File: src/rtl/adder_share_pkg.sv
// Shared types and constants for the adder-sharing controller.
package adder_share_pkg;

  localparam int DW_DEF    = 12;
  localparam int CNT_W_DEF = 8;
  localparam int ID_W_MAX  = 3;

  typedef enum logic [1:0] {IDLE, ACC, RESP} state_e;

  typedef struct packed {
    logic [ID_W_MAX-1:0]  id;
    logic [DW_DEF-1:0]    sum;
    logic                 ovf;
    logic [CNT_W_DEF-1:0] beats;
  } rsp_t;

  function automatic int rr_next(int idx, int n);
    return (idx + 1 >= n) ? 0 : idx + 1;
  endfunction

endpackage

File: src/rtl/adder_share_ctrl_if.sv
// Requester streams, shared-adder hookup and response channel of adder_share_ctrl.
interface adder_share_ctrl_if
  import adder_share_pkg::*;
#(
  parameter int NUM_REQ = 4,
  parameter int DW      = DW_DEF,
  parameter int CNT_W   = CNT_W_DEF
);
  localparam int IDW = (NUM_REQ > 1) ? $clog2(NUM_REQ) : 1;

  logic [NUM_REQ-1:0]    req_valid;
  logic [NUM_REQ*DW-1:0] req_data;
  logic [NUM_REQ-1:0]    req_last;
  logic [NUM_REQ-1:0]    req_ready;
  logic [DW-1:0]         add_a;
  logic [DW-1:0]         add_b;
  logic [DW:0]           add_sum;
  logic                  rsp_valid;
  logic                  rsp_ready;
  logic [IDW-1:0]        rsp_id;
  logic [DW-1:0]         rsp_sum;
  logic                  rsp_ovf;
  logic [CNT_W-1:0]      rsp_beats;

  modport slave (
    input  req_valid, req_data, req_last, add_sum, rsp_ready,
    output req_ready, add_a, add_b, rsp_valid, rsp_id, rsp_sum, rsp_ovf, rsp_beats
  );

  modport master (
    output req_valid, req_data, req_last, add_sum, rsp_ready,
    input  req_ready, add_a, add_b, rsp_valid, rsp_id, rsp_sum, rsp_ovf, rsp_beats
  );

endinterface

File: src/rtl/adder_share_ctrl_rr_arbiter.sv
// Combinational round-robin pick: first set request at or after ptr_i, circularly.
module rr_arbiter #(
  parameter int NUM_REQ = 4,
  parameter int IDW     = (NUM_REQ > 1) ? $clog2(NUM_REQ) : 1
) (
  input  logic [NUM_REQ-1:0] req_i,
  input  logic [IDW-1:0]     ptr_i,
  output logic [NUM_REQ-1:0] gnt_oh_o,
  output logic [IDW-1:0]     gnt_idx_o,
  output logic               any_o
);

  always_comb begin
    gnt_oh_o  = '0;
    gnt_idx_o = '0;
    any_o     = 1'b0;
    for (int k = 0; k < NUM_REQ; k++) begin
      if (!any_o && req_i[(int'(ptr_i) + k) % NUM_REQ]) begin
        any_o     = 1'b1;
        gnt_idx_o = IDW'((int'(ptr_i) + k) % NUM_REQ);
        gnt_oh_o[(int'(ptr_i) + k) % NUM_REQ] = 1'b1;
      end
    end
  end

endmodule

File: src/rtl/adder_share_ctrl.sv
// Round-robin burst accumulator time-sharing one external DW-bit adder.
// Define ADDER_SHARE_SAT_EN to saturate the sum at all-ones on carry-out.
module adder_share_ctrl
  import adder_share_pkg::*;
#(
  parameter int NUM_REQ = 4,
  parameter int DW      = DW_DEF,
  parameter int CNT_W   = CNT_W_DEF
) (
  input logic          clk,
  input logic          rst_n,
  adder_share_ctrl_if.slave bus
);
  localparam int IDW = (NUM_REQ > 1) ? $clog2(NUM_REQ) : 1;

  state_e             state_q, state_d;
  logic [IDW-1:0]     rr_ptr_q, rr_ptr_d, gnt_q, gnt_d;
  logic [NUM_REQ-1:0] gnt_oh_q, gnt_oh_d;
  logic [DW-1:0]      acc_q, acc_d;
  logic               ovf_q, ovf_d;
  logic [CNT_W-1:0]   beats_q, beats_d;
  rsp_t               rsp_q, rsp_d;

  logic [NUM_REQ-1:0] arb_oh;
  logic [IDW-1:0]     arb_idx;
  logic               arb_any;
  logic               beat, carry, ovf_nx;
  logic [DW-1:0]      acc_nx;
  logic [CNT_W-1:0]   beats_nx;

  rr_arbiter #(.NUM_REQ(NUM_REQ), .IDW(IDW)) u_arb (
    .req_i    (bus.req_valid),
    .ptr_i    (rr_ptr_q),
    .gnt_oh_o (arb_oh),
    .gnt_idx_o(arb_idx),
    .any_o    (arb_any)
  );

  assign beat  = (state_q == ACC) && bus.req_valid[gnt_q];
  assign carry = bus.add_sum[DW];
`ifdef ADDER_SHARE_SAT_EN
  // once a carry has been seen the sum is pinned at all-ones
  assign acc_nx = (carry || ovf_q) ? '1 : bus.add_sum[DW-1:0];
`else
  assign acc_nx = bus.add_sum[DW-1:0];
`endif
  assign ovf_nx   = ovf_q | carry;
  assign beats_nx = (&beats_q) ? beats_q : beats_q + 1'b1;

  assign bus.req_ready = (state_q == ACC) ? gnt_oh_q : '0;
  assign bus.add_a     = (state_q == ACC) ? acc_q : '0;
  assign bus.add_b     = (state_q == ACC) ? bus.req_data[int'(gnt_q)*DW +: DW] : '0;
  assign bus.rsp_valid = (state_q == RESP);
  assign bus.rsp_id    = IDW'(rsp_q.id);
  assign bus.rsp_sum   = rsp_q.sum;
  assign bus.rsp_ovf   = rsp_q.ovf;
  assign bus.rsp_beats = rsp_q.beats;

  always_ff @(posedge clk) begin
    if (!rst_n) begin
      state_q  <= IDLE;
      rr_ptr_q <= '0;
      gnt_q    <= '0;
      gnt_oh_q <= '0;
      acc_q    <= '0;
      ovf_q    <= 1'b0;
      beats_q  <= '0;
      rsp_q    <= '0;
    end else begin
      state_q  <= state_d;
      rr_ptr_q <= rr_ptr_d;
      gnt_q    <= gnt_d;
      gnt_oh_q <= gnt_oh_d;
      acc_q    <= acc_d;
      ovf_q    <= ovf_d;
      beats_q  <= beats_d;
      rsp_q    <= rsp_d;
    end
  end

  always_comb begin
    state_d  = state_q;
    rr_ptr_d = rr_ptr_q;
    gnt_d    = gnt_q;
    gnt_oh_d = gnt_oh_q;
    acc_d    = acc_q;
    ovf_d    = ovf_q;
    beats_d  = beats_q;
    rsp_d    = rsp_q;
    case (state_q)
      IDLE: if (arb_any) begin
        gnt_d    = arb_idx;
        gnt_oh_d = arb_oh;
        acc_d    = '0;
        ovf_d    = 1'b0;
        beats_d  = '0;
        state_d  = ACC;
      end
      ACC: if (beat) begin
        acc_d   = acc_nx;
        ovf_d   = ovf_nx;
        beats_d = beats_nx;
        if (bus.req_last[gnt_q]) begin
          rsp_d.id    = ID_W_MAX'(gnt_q);
          rsp_d.sum   = acc_nx;
          rsp_d.ovf   = ovf_nx;
          rsp_d.beats = beats_nx;
          state_d     = RESP;
        end
      end
      RESP: if (bus.rsp_ready) begin
        rr_ptr_d = IDW'(rr_next(int'(gnt_q), NUM_REQ));
        state_d  = IDLE;
      end
      default: state_d = IDLE;
    endcase
  end

endmodule

File: src/flat_wrapper.sv
// flat-port wrapper written by rule: the top's interface ports become plain ports
module adder_share_ctrl_flat import adder_share_pkg::*;
#(
  parameter int NUM_REQ = 4,
  parameter int DW      = DW_DEF,
  parameter int CNT_W   = CNT_W_DEF
)
  (clk, rst_n, bus_req_valid, bus_req_data, bus_req_last, bus_add_sum, bus_rsp_ready, bus_req_ready, bus_add_a, bus_add_b, bus_rsp_valid, bus_rsp_id, bus_rsp_sum, bus_rsp_ovf, bus_rsp_beats);
  adder_share_ctrl_if #(.NUM_REQ(NUM_REQ), .DW(DW), .CNT_W(CNT_W)) bus_i ();
  input logic clk;
  input logic rst_n;
  input wire logic [$bits(bus_i.req_valid)-1:0] bus_req_valid;
  input wire logic [$bits(bus_i.req_data)-1:0] bus_req_data;
  input wire logic [$bits(bus_i.req_last)-1:0] bus_req_last;
  input wire logic [$bits(bus_i.add_sum)-1:0] bus_add_sum;
  input wire logic [$bits(bus_i.rsp_ready)-1:0] bus_rsp_ready;
  output wire logic [$bits(bus_i.req_ready)-1:0] bus_req_ready;
  output wire logic [$bits(bus_i.add_a)-1:0] bus_add_a;
  output wire logic [$bits(bus_i.add_b)-1:0] bus_add_b;
  output wire logic [$bits(bus_i.rsp_valid)-1:0] bus_rsp_valid;
  output wire logic [$bits(bus_i.rsp_id)-1:0] bus_rsp_id;
  output wire logic [$bits(bus_i.rsp_sum)-1:0] bus_rsp_sum;
  output wire logic [$bits(bus_i.rsp_ovf)-1:0] bus_rsp_ovf;
  output wire logic [$bits(bus_i.rsp_beats)-1:0] bus_rsp_beats;
  assign bus_i.req_valid = bus_req_valid;
  assign bus_i.req_data = bus_req_data;
  assign bus_i.req_last = bus_req_last;
  assign bus_i.add_sum = bus_add_sum;
  assign bus_i.rsp_ready = bus_rsp_ready;
  assign bus_req_ready = bus_i.req_ready;
  assign bus_add_a = bus_i.add_a;
  assign bus_add_b = bus_i.add_b;
  assign bus_rsp_valid = bus_i.rsp_valid;
  assign bus_rsp_id = bus_i.rsp_id;
  assign bus_rsp_sum = bus_i.rsp_sum;
  assign bus_rsp_ovf = bus_i.rsp_ovf;
  assign bus_rsp_beats = bus_i.rsp_beats;
  adder_share_ctrl #(.NUM_REQ(NUM_REQ), .DW(DW), .CNT_W(CNT_W)) u_core (.clk(clk), .rst_n(rst_n), .bus(bus_i));
endmodule
File: config.mk
export PLATFORM = sky130hd
export DESIGN_NAME = adder_share_ctrl_flat
export DESIGN_NICKNAME = d
export VERILOG_FILES = /design/src/rtl/adder_share_pkg.sv /design/src/rtl/adder_share_ctrl_if.sv /design/src/rtl/adder_share_ctrl_rr_arbiter.sv /design/src/rtl/adder_share_ctrl.sv /design/src/flat_wrapper.sv
export SDC_FILE = /design/constraint.sdc
export NUM_CORES = 1
export LEC_CHECK = 0
export ABC_AREA = 1
export BUFFER_PORTS_ARGS = -buffer_cell sky130_fd_sc_hd__buf_2
export CAP_MARGIN = 20
export CORE_MARGIN = 2
export CORE_UTILIZATION = 52
export CTS_BUF_LIST = sky130_fd_sc_hd__clkbuf_8
export CTS_CLUSTER_DIAMETER = 80
export DETAILED_ROUTE_END_ITERATION = 8
export HOLD_SLACK_MARGIN = 0.03
export PLACE_DENSITY_LB_ADDON = 0.3
export SLEW_MARGIN = 20
export SYNTH_ARGS = -nofsm -noshare
export SYNTH_HDL_FRONTEND = slang
export SYNTH_SLANG_ARGS = --single-unit
File: constraint.sdc
create_clock -name clk -period 2.7 [get_ports clk]
set_clock_uncertainty 0.05 [all_clocks]
set_input_delay 0.135 -clock clk [delete_from_list [all_inputs] [get_ports clk]]
set_output_delay 0.135 -clock clk [all_outputs]
set_load 0.03 [all_outputs]
# Word level (Yosys, flattened, before mapping)
# Index checks and enable logic that the tools add are counted.
# W data, S select, Z words.
[word_totals] regBits=54 input_bits=72 out_inout_bits=52
[op_classes] n_eq_ne=6 bitwise=7 order_cmp=10 mux=54 n_shift=1 mul=1 n_reduce_logical=22 addsub=5
[ops] operator="$mux W12" n=4
[ops] operator="$shiftx A48 B32 Y12" n=1
[ops] operator="$mux W8" n=3
[ops] operator="$pmux W12 S2" n=1
[ops] operator="$mux W4" n=5
[ops] operator="$mux W1" n=19
[ops] operator="$mux W2" n=9
[ops] operator="$pmux W8 S2" n=1
[ops] operator="$bmux W1 S2" n=6
[ops] operator="$lt A3 B4 Y1 const B" n=3
[ops] operator="$or A4 B4 Y4" n=3
[ops] operator="$ge A3 B1 Y1 const B" n=3
[ops] operator="$add A8 B1 Y8 const B" n=1
[ops] operator="$demux W1 S2" n=4
[ops] operator="$logic_and A1 B1 Y1" n=8
[ops] operator="$reduce_and A8 Y1" n=1
[ops] operator="$lt A2 B3 Y1 const B" n=2
[ops] operator="$pmux W2 S3" n=1
[ops] operator="$reduce_and A3 Y1" n=2
[ops] operator="$reduce_or A2 Y1" n=3
[ops] operator="$add A2 B2 Y2 const B" n=2
[ops] operator="$mul A2 B2 Y4 const B" n=1
[ops] operator="$ne A2 B1 Y1 const B" n=2
[ops] operator="$ne A2 B2 Y1 const B" n=2
[ops] operator="14 further kinds" n=19

# Depth between registers and ports, before layout
# Gate-level depths: netlist of the first run.
[logic_depth] word_depth=16 ltp_mapped=14

# Cells and area by module
# Synthesis of the first run repeated with hierarchy kept, for this count alone.
[hier_totals] hier_cells=567 area_unflattened_um2=3418.3
[by_module_without_submodules] module="adder_share_ctrl" area_per_inst_um2=2977.9 instances=1 cells_each=493
[by_module_without_submodules] module="rr_arbiter" area_per_inst_um2=440.4 instances=1 cells_each=74

# Worst setup path after synthesis of the first run
# No wires, ideal clock.
[synth_path] path_kind="reg2reg" startpoint="reg u_core.rr_ptr_q[0]" endpoint="reg u_core.beats_q[7]" synth_period_minus_slack_ns=1.912 arrival_ns=1.747 path_stages_with_launch=14 n_path_buf=3 slack_ns=0.788 path_cell_list="dfxtp_1 -> buf_6 -> inv_8 -> ha_1 -> inv_1 -> nand3_1 -> nand2_2 -> nand4_4 -> nand2_4 -> buf_8 -> buf_8 -> nand3_1 -> nand2_1 -> nor2_1"
[synth_via] elab_chain_cells=14 elab_cells_between_ends=26
[synth_rtl] item="start, declared" line="adder_share_ctrl.sv:17" source="logic [IDW-1:0] rr_ptr_q, rr_ptr_d, gnt_q, gnt_d;"
[synth_rtl] item="start signal, assigned" line="adder_share_ctrl.sv:71" source="rr_ptr_q <= rr_ptr_d;"
[synth_rtl] item="$add A2 B1 Y2 or $bmux W1 S2 (tied branches)" line="adder_share_ctrl_rr_arbiter.sv:18" source="if (!any_o && req_i[(int'(ptr_i) + k) % NUM_REQ]) begin"
[synth_rtl] item="$bmux W1 S2 or $mux W1 (tied branches)" line="adder_share_ctrl_rr_arbiter.sv:18"
[synth_rtl] item="$mux W1 (implied by the code)" line="adder_share_ctrl_rr_arbiter.sv:18"
[synth_rtl] item="$mux W1 (implied by the code) or $logic_not A1 Y1 (tied branches)" line="adder_share_ctrl_rr_arbiter.sv:18"
[synth_rtl] item="$logic_and A1 B1 Y1" line="adder_share_ctrl_rr_arbiter.sv:18"
[synth_rtl] item="$mux W1" line="adder_share_ctrl_rr_arbiter.sv:18"
[synth_rtl] item="$logic_not A1 Y1" line="adder_share_ctrl_rr_arbiter.sv:18"
[synth_rtl] item="$logic_and A1 B1 Y1" line="adder_share_ctrl_rr_arbiter.sv:18"
[synth_rtl] item="$mux W1" line="adder_share_ctrl_rr_arbiter.sv:18"
[synth_rtl] item="$logic_not A1 Y1" line="adder_share_ctrl_rr_arbiter.sv:18"
[synth_rtl] item="$logic_and A1 B1 Y1" line="adder_share_ctrl_rr_arbiter.sv:18"
[synth_rtl] item="$mux W1 (*)" line="adder_share_ctrl_rr_arbiter.sv:18"
[synth_rtl] item="$ne A2 B1 Y1 (no source line) (*)"
[synth_rtl] item="$reduce_and A3 Y1 (no source line) (*)"
[synth_rtl] item="end signal, assigned" line="adder_share_ctrl.sv:76" source="beats_q <= beats_d;"
[synth_rtl] item="end, declared" line="adder_share_ctrl.sv:21" source="logic [CNT_W-1:0] beats_q, beats_d;"
# Mark *: on every way between the ends. The rest lies on a longest branch, timed or not. The select of a mux whose other input is x is not followed.
# A chain may end at the register's enable or synchronous reset.

# Worst setup path after layout of the first run
[layout_path] startpoint="reg u_core.rr_ptr_q[1]" endpoint="reg u_core.acc_q[4]"
[layout_via] elab_chain_cells=14 elab_cells_between_ends=26
[layout_rtl] item="$add A2 B1 Y2 or $bmux W1 S2 (tied branches)" line="adder_share_ctrl_rr_arbiter.sv:18"
[layout_rtl] item="$bmux W1 S2 or $mux W1 (tied branches)" line="adder_share_ctrl_rr_arbiter.sv:18"
[layout_rtl] item="$mux W1 (implied by the code)" line="adder_share_ctrl_rr_arbiter.sv:18"
[layout_rtl] item="$mux W1 (implied by the code) or $logic_not A1 Y1 (tied branches)" line="adder_share_ctrl_rr_arbiter.sv:18"
[layout_rtl] item="$logic_and A1 B1 Y1" line="adder_share_ctrl_rr_arbiter.sv:18"
[layout_rtl] item="$mux W1" line="adder_share_ctrl_rr_arbiter.sv:18"
[layout_rtl] item="$logic_not A1 Y1" line="adder_share_ctrl_rr_arbiter.sv:18"
[layout_rtl] item="$logic_and A1 B1 Y1" line="adder_share_ctrl_rr_arbiter.sv:18"
[layout_rtl] item="$mux W1" line="adder_share_ctrl_rr_arbiter.sv:18"
[layout_rtl] item="$logic_not A1 Y1" line="adder_share_ctrl_rr_arbiter.sv:18"
[layout_rtl] item="$logic_and A1 B1 Y1" line="adder_share_ctrl_rr_arbiter.sv:18"
[layout_rtl] item="$mux W1 (*)" line="adder_share_ctrl_rr_arbiter.sv:18"
[layout_rtl] item="$ne A2 B1 Y1 (no source line) (*)"
[layout_rtl] item="$reduce_and A3 Y1 (no source line) (*)"
[layout_rtl] item="end signal, assigned" line="adder_share_ctrl.sv:65" source="acc_q <= '0;"
[layout_rtl] item="end signal, assigned" line="adder_share_ctrl.sv:74" source="acc_q <= acc_d;"
[layout_rtl] item="end, declared" line="adder_share_ctrl.sv:19" source="logic [DW-1:0] acc_q, acc_d;"
# Marked as above.

==> implementation parameters, run 1 <==
Parameter                              Value

Route
  Number of violations reported at the end of detailed-routing iteration 0 ... 243
  Wire length per cell after detailed routing ... 12.2 um
  Vias ... 3782
  Detail-routed via count per cell ... 5.12
  Detailed-route DRC error count ... 0
  Iteration count of the initial detailed-routing pass ... 5
  Total routed wirelength ... 9040 um
  Antenna-violating nets left ... 0

Timing
  Final period utilization ... 86.8%
  Setup-failing EPs final ... 0
  Slew headroom ... 32.8%
  Achievable frequency ... 427 MHz
  Measured slew at the worst slew-check pin ... 1010 ps
  Number of pins with negative max-slew slack in the final report ... 0
  RSZ-0062 raised after global routing ... false
  Minimum period implied by the final worst setup slack ... 2340 ps
  Setup TNS ... 0 ps
  Final hold violations ... 0

Clock tree
  Clock slew at the register clock pins of the worst setup and hold paths ... 100 ps
  Post CTS Setup Buffer Count ... 0
  Hold buffer count at CTS ... 0
  Maximum buffer depth of the clock tree ... 2
  Clock latency at the later pin of the worst-skew pair ... 300 ps
  Clock tree from TritonCTS ... built
  Clock sink count ... 54
  Post-cts repair resize count ... 0
  CTS HTree Levels ... 2
  Clock Root Buffer ... clkbuf_8
  CTS buffer count ... 5

Critical path
  Max FO, Critical Path ... 39
  Critical path type ... flop to flop
  Critical Path RT ... 2890 ps
  Biggest cell delay along the critical path ... 420 ps
  Worst EP arrival ... 2530 ps
  Element type at the critical path end ... flop
  Startpoint class of the critical path ... flop
  CP delay by family, top ... simple AND/OR/NAND/NOR gates
  Series of cell instances along the critical path ... inv_1 > ha_1 > inv_1 > nand3_1 > nand2_2 > nand4_4 > nand2_4 > nand2_4 > nand2_1 > nand2_1 > nor2_1
  Crit path buffers/inverters ... 2
  Critical Path Slowest Stage Cell ... dfxtp_1

Yosys
  Cell area after technology mapping ... 3430 um2
  Warnings from Yosys ... 0
  Seq/Total Area, Yosys ... 31.5%
  Portion of synthesized cell area occupied by the leading cell type ... 31.5%
  Flip-flop and latch count after synthesis ... 54
  Primary flip-flop cell chosen by synthesis mapping ... dfxtp_1
  Number of unique standard cell types used by synthesis ... 34
  Cell types occupying the most area after synthesis ... dfxtp_1 (32%), nor2_1 (14%), nand2_1 (14%)
  Synthesized Nets ... 628
  Syn Area/Cell ... 6.25 um2
  Yosys top cell by area ... dfxtp_1
  EDFF count, synth ... 0
  Proportion of synthesized flip-flops having asynchronous set or reset ... 0%
  Cells after Synth ... 549

Cells and area
  Final Util ... 65.0%
  N_diodes ... 0
  Most common cell after layout, fill and taps aside ... nor2_1
  Share of post-route cells with drive strength above 1 ... 24.3%
  Final std cells w/o fill ... 739
  NumNets Final ... 740
  Most frequent cells in the layout ... nor2_1 (128), nand2_1 (126), buf_2 (123)
  Fillers ... 605
  Layout area overhead ... 20.4%

Pwr
  Overall power after layout ... 2.88 mW
  Total power density per cell area ... 697 nW/um2
  Max VDD drop ... 0.000414 V
  Reported leakage power ... 2.09 nW

Floorplanning
  Initial Utilization ... 54.0%
  Horiz. Die Dim ... 85.2 um
  Area of the core region ... 6350 um2
  Row count ... 29
  Full die area ... 7260 um2
  Boundary Pins ... 124
  Die span in y ... 85.2 um

Global route
  Remaining global-route overflow ... 0
  Met1 routing resource usage after global routing ... 31.1%
  Global routing usage on met2 ... 44.5%
  Overall routing resource usage ... 25.1%
  Largest net degree at the start of global routing ... 40
  GR peak layer ... met2
  Number of antenna violations at the first check in global routing ... 0
  Via count of the first global-routing pass ... 3607
  Wire length of the first global-routing pass ... 15300 um
  Met3 usage ... 3.79%

Job
  Max-Cap Viols ... 0

Placement
  Detailed-placement wirelength estimate ... 6600 um
  Cell Count Post-Placement ... 730
  Number of port buffers ... 123
  Final GP Congestion ... 0.867

Outcome
  Run status ... finished, final reports clean

Min path
  Tightest Hold Check Type ... primary input to flop
-- kinds of logic (layout without fill, tap and decap cells) --
group	after synthesis	after routing	synth area share (%)
xor gates and xnor gates	3	3	0.766
buffers and inverters	79	192	11.7
DFF	54	54	31.5
and+or+nand+nor	305	305	37.8
adders and majority gates	7	7	2.55
AOI/OAI and AO/OA	101	101	15.7
-- metrics by stage --
stage / area (um2) / hold WS [ps] / worst slack [ps]
5_1_grt: 4130 / 41.4 / 93.0
3_5_place_dp: 4010 / 360 / 398
2_1_floorplan: 3430 / 223 / 788
6_report: 4130 / 37.0 / 357
4_1_cts: 4120 / 33.4 / 372
3_3_place_gp: 4010 / 346 / 525
-- synth_stat cells, types with 3 or more instances --
library cell  number
dfxtp_1           54
buf_2              8
inv_2              3
o21ai_1            6
buf_6              7
nand3_1           34
nand2_1          126
o21ai_0           40
a21oi_1           48
clkbuf_1          10
xor2_1             3
nand2_4            3
buf_8              3
inv_1             45
ha_1               7
nor2_1           128
-- registers in the layout, summed over array words and instances (netlist names) --
name and count:
u_core.acc_q 12, u_core.beats_q 8, u_core.gnt_oh_q 4, u_core.bus.rsp_sum 12
u_core.state_q 2, u_core.ovf_q 1, u_core.bus.rsp_beats 8, u_core.rr_ptr_q 2
u_core.gnt_q 2, u_core.bus.rsp_ovf 1, u_core.bus.rsp_id 2
-- worst register-to-register path, stage by stage, from the launching register on --
cell     delay, ps
dfxtp_1        420
inv_1          160
ha_1           370
inv_1          150
nand3_1        110
nand2_2        130
nand4_4        110
nand2_4        340
nand2_4        210
nand2_1        120
nand2_1         60
nor2_1          70
-- worst paths after layout --
| path | from | end | slack [ps] | cells past startpoint |
|---|---|---|---|---|
| worst min-delay path | bus_add_sum[5] | u_core.bus.rsp_sum[5] | 40 | 3 |
| worst max register to register | u_core.rr_ptr_q[1] | u_core.acc_q[4] | 360 | 11 |
| worst max-delay path | u_core.rr_ptr_q[1] | u_core.acc_q[4] | 360 | 11 |
| worst min register to register | u_core.bus.rsp_sum[11] | u_core.bus.rsp_sum[11] | 420 | 2 |
-- power by group --
| part | leakage, nW | internal (mW) | switching [mW] |
|---|---|---|---|
| Clock | 0.0556 | 0.273 | 0.270 |
| Sequential | 0.442 | 0.932 | 0.0678 |
| Combinational | 1.59 | 0.421 | 0.914 |
| Total | 2.09 | 1.63 | 1.25 |
-- cell type report --
type                       count  area, um2  share of cell area, %
inverter                      51        201                   4.88
clock inverter                 3       41.3                   1.00
sequential                    54       1080                   26.2
timing repair buffer         133        693                   16.8
clock buffer                   5       68.8                   1.67
multi-input combinational    416       1950                   47.1
tap                           77       96.3                   2.33
-- metal layers --
layer / wire length, um / up-vias
met5: 0 / -
met4: 111 / 0
met3: 434 / 12
met2: 4500 / 101
met1: 3990 / 1716
li1: - / 1953
(Power assumes the default switching activity.)
==> run 2: changes to the inputs <==
Settings changed: CORE_UTILIZATION 52 to 35, RECOVER_POWER set to 50.
==> run 2 against run 1 <==
Maximum frequency is 0.15% lower. Final cell count up 8.3%. Largest power group unchanged. Count of clock-buffer cells in the layout unchanged. Highest routed layer unchanged.
==> implementation parameters, run 2 (synthesis gave the netlist of run 1 again) <==
Parameter                              Value

Critical path
  Startpoint of the most critical register-to-register path ... u_core.gnt_q[1]
  Series of cell instances along the critical path ... buf_4 > inv_2 > nor2_1 > o21ai_0 > nand2_1 > clkinv_1 > nor2_2 > inv_2 > nor3_1 > nor2_1
  Critical Path RT ... 2850 ps
  Biggest cell delay along the critical path ... 530 ps
  Startpoint class of the critical path ... flop
  CP delay by family, top ... simple AND/OR/NAND/NOR gates
  Worst EP arrival ... 2500 ps
  Max FO, Critical Path ... 17
  Setup slack of the most critical reg-to-reg path ... 350 ps
  Critical Path Slowest Stage Cell ... nor2_2
  Length in cells of the worst reg-to-reg path ... 10
  Critical path type ... flop to flop
  Crit path buffers/inverters ... 4
  Element type at the critical path end ... flop
  Endpoint of the worst register-to-register path ... u_core.bus.rsp_beats[7]

Timing
  RSZ-0062 raised after global routing ... false
  Minimum period implied by the final worst setup slack ... 2350 ps
  Setup-failing EPs final ... 0
  Final hold violations ... 0
  Slew headroom ... 34.3%
  Final period utilization ... 86.9%
  Setup TNS ... 0 ps
  Measured slew at the worst slew-check pin ... 984 ps
  Number of pins with negative max-slew slack in the final report ... 0
  Achievable frequency ... 426 MHz

Job
  Max-Cap Viols ... 0

Pwr
  Total power density per cell area ... 675 nW/um2
  Reported leakage power ... 1.93 nW
  Max VDD drop ... 0.000245 V

Route
  Iteration count of the initial detailed-routing pass ... 4
  Total routed wirelength ... 9810 um
  Detailed-route DRC error count ... 0
  Detail-routed via count per cell ... 4.79
  Antenna-violating nets left ... 0
  Vias ... 3829
  Number of violations reported at the end of detailed-routing iteration 0 ... 185
  Wire length per cell after detailed routing ... 12.3 um

Cells and area
  Most frequent cells in the layout ... nor2_1 (129), nand2_1 (126), buf_2 (87)
  Footprint of the flip-flops and latches ... 1080 um2
  Fillers ... 1084
  N_diodes ... 0
  Layout area overhead ... 21.0%
  Most common cell after layout, fill and taps aside ... nor2_1
  NumNets Final ... 745
  Share of post-route cells with drive strength above 1 ... 18.7%
  Multi-input logic area ... 1920 um2
  Final std cells w/o fill ... 800

Clock tree
  Clock tree from TritonCTS ... built
  Maximum buffer depth of the clock tree ... 2
  Clock Root Buffer ... clkbuf_8
  Clock latency at the later pin of the worst-skew pair ... 320 ps
  Clock sink count ... 54
  Clock slew at the register clock pins of the worst setup and hold paths ... 100 ps
  CTS HTree Levels ... 2
  CTS buffer count ... 5

Min path
  Worst Hold Path EP ... u_core.bus.rsp_ovf
  Hold wc startpoint ... bus_add_sum[12]
  Tightest Hold Check Type ... primary input to flop
  Number of stages on the worst hold path ... 3

Floorplanning
  Die span in y ... 103 um
  Row count ... 36
  Initial Utilization ... 35.6%
  Area of the core region ... 9640 um2
  Horiz. Die Dim ... 103 um
  Full die area ... 10600 um2
  Boundary Pins ... 124

Global route
  Wire length of the first global-routing pass ... 15800 um
  Overall routing resource usage ... 18.4%
  Remaining global-route overflow ... 0
  Largest net degree at the start of global routing ... 30
  Number of antenna violations at the first check in global routing ... 0
  Via count of the first global-routing pass ... 3471

Placement
  Cell Count Post-Placement ... 789
  Final GP Congestion ... 0.886
  Detailed-placement wirelength estimate ... 7310 um
  Number of port buffers ... 123

Outcome
  Run status ... finished, final reports clean
-- run 2: worst max-delay path by stage --
stage	end	cells after the start	start
6_report	u_core.bus.rsp_beats[7]	10	u_core.gnt_q[1]
5_1_grt	u_core.bus.rsp_beats[7]	10	u_core.gnt_q[1]
4_1_cts	u_core.beats_q[2]	11	u_core.rr_ptr_q[1]
3_5_place_dp	u_core.gnt_q[0]	11	u_core.rr_ptr_q[1]
3_3_place_gp	u_core.gnt_q[0]	11	u_core.rr_ptr_q[1]
2_1_floorplan	u_core.beats_q[7]	13	u_core.rr_ptr_q[0]
-- run 2: layout make-up --
type,count,share of cell area (%)
multi-input combinational,416,46.3
sequential,54,26.1
inverter,51,4.86
clock buffer,5,1.66
tap,133,4.01
timing repair buffer,138,16.6
clock inverter,3,0.513
-- run 2: worst reg2reg max path, stage by stage (launching register included) --
cell and delay [ps]:
dfxtp_1 320, buf_4 220, inv_2 180, nor2_1 130
o21ai_0 80, nand2_1 90, clkinv_1 80, nor2_2 530
inv_2 300, nor3_1 210, nor2_1 60
-- run 2: per-stage QoR --
| stage | setup slack, ps | hold slack [ps] | total power [mW] | utilization, % | area [um2] |
|---|---|---|---|---|---|
| floorplan | 788 | 223 | 2.08 | - | 3430 |
| global placement | 579 | 353 | 2.36 | 42.5 | 4100 |
| detailed placement | 467 | 355 | 2.38 | 42.5 | 4100 |
| CTS | 438 | 30.5 | 2.85 | 43.8 | 4220 |
| global route | 137 | 45.2 | 3.03 | 43.0 | 4150 |
| finish | 353 | 37.5 | 2.80 | 43.0 | 4150 |
-- run 2: what timing repair did --
item | in CTS | in global routing
hold endpoints to repair | 3 | 0
hold buffers | 3 | 0
resized for setup | 0 | 0
setup buffers | 0 | 0
-- run 2: metal layers --
layer  vias up  global-route usage (%)  part of all wire, %
met1      1755                    24.3                   45
met5         -                       0                    0
met2        84                    30.7                   49
li1       1973                       -                    -
met4         0                    5.57                  1.6
met3        17                    3.32                  4.3
-- run 2: report_power, final --
| group | leakage [nW] | total, mW | internal, mW | switching, mW |
|---|---|---|---|---|
| combinational | 1.44 | 1.33 | 0.414 | 0.917 |
| clock | 0.0441 | 0.467 | 0.183 | 0.284 |
| sequential | 0.442 | 1.00 | 0.932 | 0.0687 |
| total | 1.93 | 2.80 | 1.53 | 1.27 |
